### src/rtl/axi_timer_pkg.sv
// Shared widths and constants for the timer measurement statistics path.
package axi_timer_pkg;

    localparam int MSMT_W = 32;

    localparam logic [MSMT_W-1:0] STAT_MIN_INIT = 32'hFFFFFFFF;
    localparam logic [MSMT_W-1:0] CNT_SAT       = 32'hFFFFFFFF;

    // Increment that sticks at the all-ones value instead of wrapping.
    function automatic logic [MSMT_W-1:0] sat_inc(input logic [MSMT_W-1:0] v);
        return (v == CNT_SAT) ? v : v + 1'b1;
    endfunction

endpackage

### src/rtl/msmt_sync_fifo.sv
// Single-clock first-word-fall-through FIFO with distributed-RAM storage,
// synchronous reset and synchronous flush.
module msmt_sync_fifo #(
    parameter int DATA_W     = 32,
    parameter int DEPTH_LOG2 = 4
) (
    input  logic                  clk,
    input  logic                  rst,
    input  logic                  flush,
    input  logic                  push,
    input  logic [DATA_W-1:0]     din,
    output logic                  full,
    input  logic                  pop,
    output logic [DATA_W-1:0]     dout,
    output logic                  empty,
    output logic [DEPTH_LOG2:0]   level
);

    localparam int DEPTH = 1 << DEPTH_LOG2;
    localparam logic [DEPTH_LOG2:0] LEVEL_FULL = (DEPTH_LOG2 + 1)'(DEPTH);

    logic [DATA_W-1:0]     mem_q [DEPTH];
    logic [DEPTH_LOG2-1:0] wr_ptr_q, wr_ptr_d;
    logic [DEPTH_LOG2-1:0] rd_ptr_q, rd_ptr_d;
    logic [DEPTH_LOG2:0]   level_q, level_d;
    logic                  do_push, do_pop;

    // Full is taken from the registered level, so a same-cycle pop never frees a slot.
    assign full    = (level_q == LEVEL_FULL);
    assign empty   = (level_q == '0);
    assign level   = level_q;
    assign dout    = mem_q[rd_ptr_q];
    assign do_push = push && !full;
    assign do_pop  = pop && !empty;

    always_comb begin
        wr_ptr_d = wr_ptr_q;
        rd_ptr_d = rd_ptr_q;
        level_d  = level_q;
        if (do_push) wr_ptr_d = wr_ptr_q + 1'b1;
        if (do_pop)  rd_ptr_d = rd_ptr_q + 1'b1;
        case ({do_push, do_pop})
            2'b10:   level_d = level_q + 1'b1;
            2'b01:   level_d = level_q - 1'b1;
            default: level_d = level_q;
        endcase
    end

    always_ff @(posedge clk) begin
        if (rst || flush) begin
            wr_ptr_q <= '0;
            rd_ptr_q <= '0;
            level_q  <= '0;
        end else begin
            wr_ptr_q <= wr_ptr_d;
            rd_ptr_q <= rd_ptr_d;
            level_q  <= level_d;
        end
    end

    always_ff @(posedge clk) begin
        if (do_push && !rst && !flush) mem_q[wr_ptr_q] <= din;
    end

endmodule

### src/rtl/axi_timer_msmt_stats.sv
// Running statistics over single-shot timer measurements, with a FIFO that
// forwards every accepted measurement over an AXI-Stream master port.
module axi_timer_msmt_stats
    import axi_timer_pkg::*;
#(
    parameter int FIFO_DEPTH_LOG2 = 4
) (
    input  logic                       CLK,
    input  logic                       RESET,
    input  logic [MSMT_W-1:0]          MSMT_VALUE,
    input  logic                       MSMT_VALID,
    input  logic                       CLEAR,
    output logic [MSMT_W-1:0]          MIN_VALUE,
    output logic [MSMT_W-1:0]          MAX_VALUE,
    output logic [MSMT_W-1:0]          LAST_VALUE,
    output logic [MSMT_W-1:0]          SAMPLE_COUNT,
    output logic [MSMT_W-1:0]          DROP_COUNT,
    output logic                       STATS_VALID,
    output logic [FIFO_DEPTH_LOG2:0]   FIFO_LEVEL,
    output logic [MSMT_W-1:0]          M_AXIS_TDATA,
    output logic                       M_AXIS_TVALID,
    input  logic                       M_AXIS_TREADY
);

    logic [MSMT_W-1:0] min_q, min_d;
    logic [MSMT_W-1:0] max_q, max_d;
    logic [MSMT_W-1:0] last_q, last_d;
    logic [MSMT_W-1:0] sample_count_q, sample_count_d;
    logic [MSMT_W-1:0] drop_count_q, drop_count_d;
    logic              stats_valid_q, stats_valid_d;
    logic              fifo_full, fifo_empty;

    // Statistics update even when the FIFO rejects the sample; the reject only bumps the drop count.
    always_comb begin
        min_d          = min_q;
        max_d          = max_q;
        last_d         = last_q;
        sample_count_d = sample_count_q;
        drop_count_d   = drop_count_q;
        stats_valid_d  = stats_valid_q;
        if (CLEAR) begin
            min_d          = STAT_MIN_INIT;
            max_d          = '0;
            last_d         = '0;
            sample_count_d = '0;
            drop_count_d   = '0;
            stats_valid_d  = 1'b0;
        end else if (MSMT_VALID) begin
            last_d         = MSMT_VALUE;
            min_d          = (MSMT_VALUE < min_q) ? MSMT_VALUE : min_q;
            max_d          = (MSMT_VALUE > max_q) ? MSMT_VALUE : max_q;
            sample_count_d = sat_inc(sample_count_q);
            stats_valid_d  = 1'b1;
            if (fifo_full) drop_count_d = sat_inc(drop_count_q);
        end
    end

    always_ff @(posedge CLK) begin
        if (RESET) begin
            min_q          <= STAT_MIN_INIT;
            max_q          <= '0;
            last_q         <= '0;
            sample_count_q <= '0;
            drop_count_q   <= '0;
            stats_valid_q  <= 1'b0;
        end else begin
            min_q          <= min_d;
            max_q          <= max_d;
            last_q         <= last_d;
            sample_count_q <= sample_count_d;
            drop_count_q   <= drop_count_d;
            stats_valid_q  <= stats_valid_d;
        end
    end

    msmt_sync_fifo #(
        .DATA_W     (MSMT_W),
        .DEPTH_LOG2 (FIFO_DEPTH_LOG2)
    ) u_fifo (
        .clk   (CLK),
        .rst   (RESET),
        .flush (CLEAR),
        .push  (MSMT_VALID),
        .din   (MSMT_VALUE),
        .full  (fifo_full),
        .pop   (M_AXIS_TREADY),
        .dout  (M_AXIS_TDATA),
        .empty (fifo_empty),
        .level (FIFO_LEVEL)
    );

    assign M_AXIS_TVALID = !fifo_empty;
    assign MIN_VALUE     = min_q;
    assign MAX_VALUE     = max_q;
    assign LAST_VALUE    = last_q;
    assign SAMPLE_COUNT  = sample_count_q;
    assign DROP_COUNT    = drop_count_q;
    assign STATS_VALID   = stats_valid_q;

endmodule

### config.mk
export PLATFORM = sky130hd
export DESIGN_NAME = axi_timer_msmt_stats
export DESIGN_NICKNAME = d
export VERILOG_FILES = /design/src/rtl/axi_timer_pkg.sv /design/src/rtl/msmt_sync_fifo.sv /design/src/rtl/axi_timer_msmt_stats.sv
export SDC_FILE = /design/constraint.sdc
export NUM_CORES = 1
export LEC_CHECK = 0
export CAP_MARGIN = 10
export CELL_PAD_IN_SITES_DETAIL_PLACEMENT = 1
export CELL_PAD_IN_SITES_GLOBAL_PLACEMENT = 2
export CORE_MARGIN = 5
export CORE_UTILIZATION = 43
export CTS_CLUSTER_SIZE = 12
export DETAILED_ROUTE_END_ITERATION = 10
export PLACE_DENSITY_LB_ADDON = 0.2
export SETUP_SLACK_MARGIN = 0.5
export SYNTH_ARGS = -nofsm -noshare
export SYNTH_HDL_FRONTEND = slang
export SYNTH_SLANG_ARGS = --single-unit
### constraint.sdc
create_clock -name CLK -period 6.28 [get_ports CLK]
set_clock_uncertainty 0.05 [all_clocks]
set_input_delay 1.256 -clock CLK [delete_from_list [all_inputs] [get_ports CLK]]
set_output_delay 1.256 -clock CLK [all_outputs]
set_load 0.01 [all_outputs]
* After elaboration in Yosys (flattened, before gate mapping) *
Memory sizes are Yosys's and may differ from the RTL's. A register that Yosys moved wholly into a read port is not among the register bits.
Index checks and enable logic that the tools add are counted.

storage, ports and cells
  memories = 1
  bits in registers = 174
  output and inout bits = 199
  RAM bits = 512
  bits of input ports = 37

cells by class
  bitwise logic cells = 2
  multiplexer cells = 5
  magnitude comparators = 2
  eq/ne operators = 5
  reduce and logical (&&, ||, !) cells = 16
  add/sub/neg operators = 6

memories
  name          depth  width  rd ports  clocked after Yosys merged registers in  write ports  line                  text
  u_fifo.mem_q  16     32     1         1                                        1            msmt_sync_fifo.sv:22  logic [DATA_W-1:0] mem_q [DEPTH];

operators by type and width
  cell                     count
  $add A32 B1 Y32 const B  2
  $eq A32 B32 Y1 const B   2
  $gt A32 B32 Y1           1
  $lt A32 B32 Y1           1
  $pmux W5 S2              1
  $add A4 B1 Y4 const B    2
  $mux W4                  2
  $reduce_and A2 Y1        3
  $add A5 B1 Y5 const B    1
  $eq A5 B5 Y1 const B     1
  $logic_not A5 Y1         1
  $sub A5 B1 Y5 const B    1
  $logic_and A1 B1 Y1      4
  $logic_not A1 Y1         4
  $reduce_and A3 Y1        1
  $eq A2 B1 Y1 const B     1
  $eq A2 B2 Y1 const B     1
  $mux W1                  2
  $not A1 Y1               2
  $reduce_bool A2 Y1       1
  $reduce_or A2 Y1         1
  $logic_or A1 B1 Y1       1

* Logic depth before layout (Yosys ltp) *
  depth in word-level cells = 7
  depth in mapped cells = 14
  depth with buffers taken out = 13

* Modules after synthesis *
From an unflattened synthesis, not the netlist that was laid out.

unflattened totals
  cells, all modules = 1873
  area total of the unflattened synthesis = 28345.9 sq um

modules (own cells, without submodules)
  module                times used  seq. area each (sq um)  area an instance (sq um)  cells an instance
  msmt_sync_fifo        1           15715.1                 20021.7                   901
  axi_timer_msmt_stats  1           3223.1                  8324.2                    972

* Least setup slack after synthesis *
No wires, ideal clock.

  kind = input to register
  from = input port MSMT_VALID
  to = memory u_fifo.mem_q[0][0], enable pin
  arrival time = 4404 ps
  stages on the path = 7
  path buffers = 2
  setup slack = 1365 ps
  cell sequence = clkbuf_1 -> and2_1 -> clkbuf_1 -> inv_1 -> nor2_1 -> nand2_1 -> nor3_1

between the ends
  cells in the longest elaborated chain, start to end = 5

ends and longest elaborated chain
  what                               line                        text
  start: declaration                 axi_timer_msmt_stats.sv:11  input logic MSMT_VALID,
  $logic_and A1 B1 Y1                msmt_sync_fifo.sv:33        assign do_push = push && !full;
  $logic_and A1 B1 Y1 (2 in series)  msmt_sync_fifo.sv:62        if (do_push && !rst && !flush) mem_q[wr_ptr_q] <= din;
  $mux W1                            msmt_sync_fifo.sv:62
  $mux W1 (implied by the code)      msmt_sync_fifo.sv:62
  end: declaration                   msmt_sync_fifo.sv:22

No other way between the ends.

==> impl_metrics.env <==
export IMPL_pwr_share_seq=0.508
export IMPL_clockBufferDepth=3
export IMPL_max_freq_mhz=204
export IMPL_fin_nets=2168
export IMPL_r2r_end="u_fifo.mem_q[15][8]"
export IMPL_min_delay_path_depth=2
export IMPL_pwr_share_comb=0.052
export IMPL_synth_warnings=0
export IMPL_start_util=0.433
export IMPL_globalplace_congestion=0.779
export IMPL_insertion_delay_ns=0.61
export IMPL_slew_headroom=0.368
export IMPL_drt_iter0_drc=1091
export IMPL_grt_ovfl_total=0
export IMPL_placementRows=94
export IMPL_setup_viol=0
export IMPL_p_leak_nw=11.5
export IMPL_drc=0
export IMPL_tritoncts_num_buffers=75
export IMPL_syn_inst=1767
export IMPL_antenna_found_initial=4
export IMPL_synth_top_area_frac=0.543
export IMPL_diodes=0
export IMPL_crit_type="register to primary output"
export IMPL_critPathMostFrequentCell="mux4_2"
export IMPL_hold_viol=0
export IMPL_cts_resized_gates=0
export IMPL_htree_levels=3
export IMPL_clkSlewWorstSetupHoldPaths_ns=0.06
export IMPL_die_w_um=267
export IMPL_dp_slack_ns=0.920
export IMPL_ys_ff_latch=690
export IMPL_seqCellArea_um2=18900
export IMPL_max_cap_viol_count=0
export IMPL_vias=16700
export IMPL_multiInputGateArea_um2=8890
export IMPL_drt_pass1_iterations=5
export IMPL_synth_async_reset_ratio=0
export IMPL_grt_use_total=0.219
export IMPL_tns_ns=0
export IMPL_avgViaCountPerCell=5.63
export IMPL_powerDensity_nw_per_um2=283
export IMPL_p_sw_frac=0.218
export IMPL_slew_viol_final=0
export IMPL_clockPowerShare=0.440
export IMPL_ir_drop_mv=0.169
export IMPL_cts_root_buffer_cell="clkbuf_16"
export IMPL_dieArea_um2=71100
export IMPL_rsz0062_at_grt="no"
export IMPL_wl_per_cell_um=26.1
export IMPL_grt_max_degree=70
export IMPL_final_util=0.526
export IMPL_hp_class="register to register"
export IMPL_synth_ff_type="edfxtp_1"
export IMPL_status="complete, no violations"
export IMPL_syn_cell_area_um2=28300
export IMPL_core_area_um2=65500
export IMPL_reg2reg_depth=8
export IMPL_postSynthAreaPerCell_um2=16.0
export IMPL_boundaryPins=236
export IMPL_worst_path_buf_inv=2
export IMPL_clock_sinks=690
export IMPL_p_sw_w=0.00212
export IMPL_rrSetupSlack_ns=3.10
export IMPL_hold_buffers=0
export IMPL_port_buffer_count=235
export IMPL_ys_seq_area_frac=0.668
export IMPL_hold_path_end="MAX_VALUE[29]"
export IMPL_synth_edff_count=512
export IMPL_slowest_delay_ns=0.90
export IMPL_fin_crit_ns=4.89
export IMPL_hold_worst_slack_ns=0.421
export IMPL_routed_wl_um=77700
export IMPL_worst_slew_pin_transition_ns=0.949
export IMPL_power_internal_w=0.00762
export IMPL_grt_pass1_wl_um=117000
export IMPL_hold_start="MAX_VALUE[29]"
export IMPL_timing_rr_start="u_fifo.level[0]"
export IMPL_path_delay_family="multiplexers"
export IMPL_finalCritPeriodShare=0.779
export IMPL_cp_arrival_ns=3.59
export IMPL_yosysTopAreaCell="edfxtp_1"
export IMPL_synth_nets=1879
export IMPL_drtAntennaViolNets=0
export IMPL_syn2layout_area_growth_pct=21.5
export IMPL_setup_worst_path_start_class="register"
export IMPL_post_cts_buffers=0
export IMPL_worstPathRequired_ns=4.97
export IMPL_path_cells="buf_12, mux4_2, mux4_2, clkdlybuf4s50_1"
export IMPL_cpMaxStageDelayCell="dfxtp_4"
export IMPL_drive_gt1_frac=0.171
export IMPL_yosysUniqueCellTypes=59
export IMPL_path_max_fanout=39
export IMPL_final_setup_worst_slack_ns=1.39
export IMPL_num_fill_cells=6183
export IMPL_synth_area_leaders="edfxtp_1, mux4_2, dfxtp_1"
export IMPL_cts_tree="built"
export IMPL_power_w=0.00975
export IMPL_hpwl_um=48300
export IMPL_die_y_um=267
export IMPL_grt_pass1_vias=18000
export IMPL_end_kind="primary output"
-- worst max-delay path by stage --
stage | start | endpoint | slack (ns) | cells after the start
global route | register | M_AXIS_TDATA[24] | 1.23 | 4
CTS | register | M_AXIS_TDATA[24] | 1.28 | 4
finish | register | M_AXIS_TDATA[24] | 1.39 | 4
global placement | MSMT_VALUE[26] | MIN_VALUE[9] | 0.78 | 9
detailed placement | MSMT_VALUE[27] | MIN_VALUE[8] | 0.92 | 9
floorplan | MSMT_VALID | u_fifo.mem_q[0][0] | 1.36 | 7
-- metrics by stage --
step,cells,area [µm²]
3_5_place_dp,2842,32100
4_1_cts,2971,34400
5_1_grt,2972,34400
6_report,2972,34400
3_3_place_gp,2842,32100
2_1_floorplan,1767,28300
-- cells in the mapped netlist, drive strengths merged, types with 6 or more instances --
library cell / instances
xnor2: 21
ha: 74
nand2b: 6
a21o: 11
mux4: 160
clkbuf: 60
nor2: 118
nand4: 38
nor4: 7
nor3: 23
xor2: 33
and4: 12
a21oi: 39
inv: 78
and2: 6
dfxtp: 178
buf: 26
edfxtp: 512
and3: 44
o21ai: 14
or3: 17
nand2: 113
nand3: 30
a211o: 31
mux2i: 71
-- layout by cell type (no fill, tap or decap), types with 19 or more instances in the layout --
cell,n
clkbuf_16,77
xor2_1,33
a211o_1,31
buf_4,59
edfxtp_1,512
mux2i_1,71
and3_1,44
clkbuf_1,26
ha_1,74
dfxtp_1,174
inv_1,78
nor2_1,105
mux4_2,160
nand3_1,28
nor3_1,19
nand4_1,36
xnor2_1,21
nand2_1,111
a21oi_1,37
clkdlybuf4s50_1,234
-- power groups by stage --
stage / combinational [W] / clock (W) / sequential [W]
2_1_floorplan: 0.000233 / 0 / 0.00505
4_1_cts: 0.000509 / 0.00440 / 0.00496
5_1_grt: 0.000550 / 0.00461 / 0.00496
3_5_place_dp: 0.000506 / 0 / 0.00505
6_report: 0.000502 / 0.00429 / 0.00496
3_3_place_gp: 0.000493 / 0 / 0.00505
-- worst reg2reg max path: cells and delay by family, from the launching register on --
| family | cells | cell delay, ns |
|---|---|---|
| DFF | 1 | 0.43 |
| and+or+nand+nor | 6 | 1.73 |
| buffers and inverters | 2 | 0.63 |
-- registers in the layout, indices dropped and copies added (netlist names), named ones only --
signal and cells:
u_fifo.mem_q 512, STATS_VALID 1, u_fifo.wr_ptr_q 4, LAST_VALUE 32
MAX_VALUE 32, u_fifo.level 5, u_fifo.rd_ptr_q 4, SAMPLE_COUNT 32
DROP_COUNT 32, MIN_VALUE 32
-- routing by layer --
metal,vias to the layer above,global-route usage,wire [µm]
met1,8763,0.291,32300
met2,471,0.362,38300
li1,7402,-,-
met4,2,0.0454,1070
met3,80,0.0636,6020
met5,-,0,7
-- layout make-up --
type,instances,area share
Timing Repair Buffer,298,0.0832
Clock inverter,26,0.00970
Tap cell,864,0.0314
Sequential cell,690,0.550
Inverter,78,0.00850
Clock buffer,103,0.0588
Multi-Input combinational cell,913,0.258
-- cell families (layout without fill, tap and decap cells) --
group | Yosys count | after routing | synth area share
compound gates | 126 | 126 | 0.0321
mux | 231 | 231 | 0.152
flops | 690 | 690 | 0.668
xor+xnor | 54 | 54 | 0.0167
buf+inv | 164 | 505 | 0.0231
fa+ha+maj | 75 | 75 | 0.0334
simple gates | 427 | 427 | 0.0741
Power figures use the tool's default switching activity.
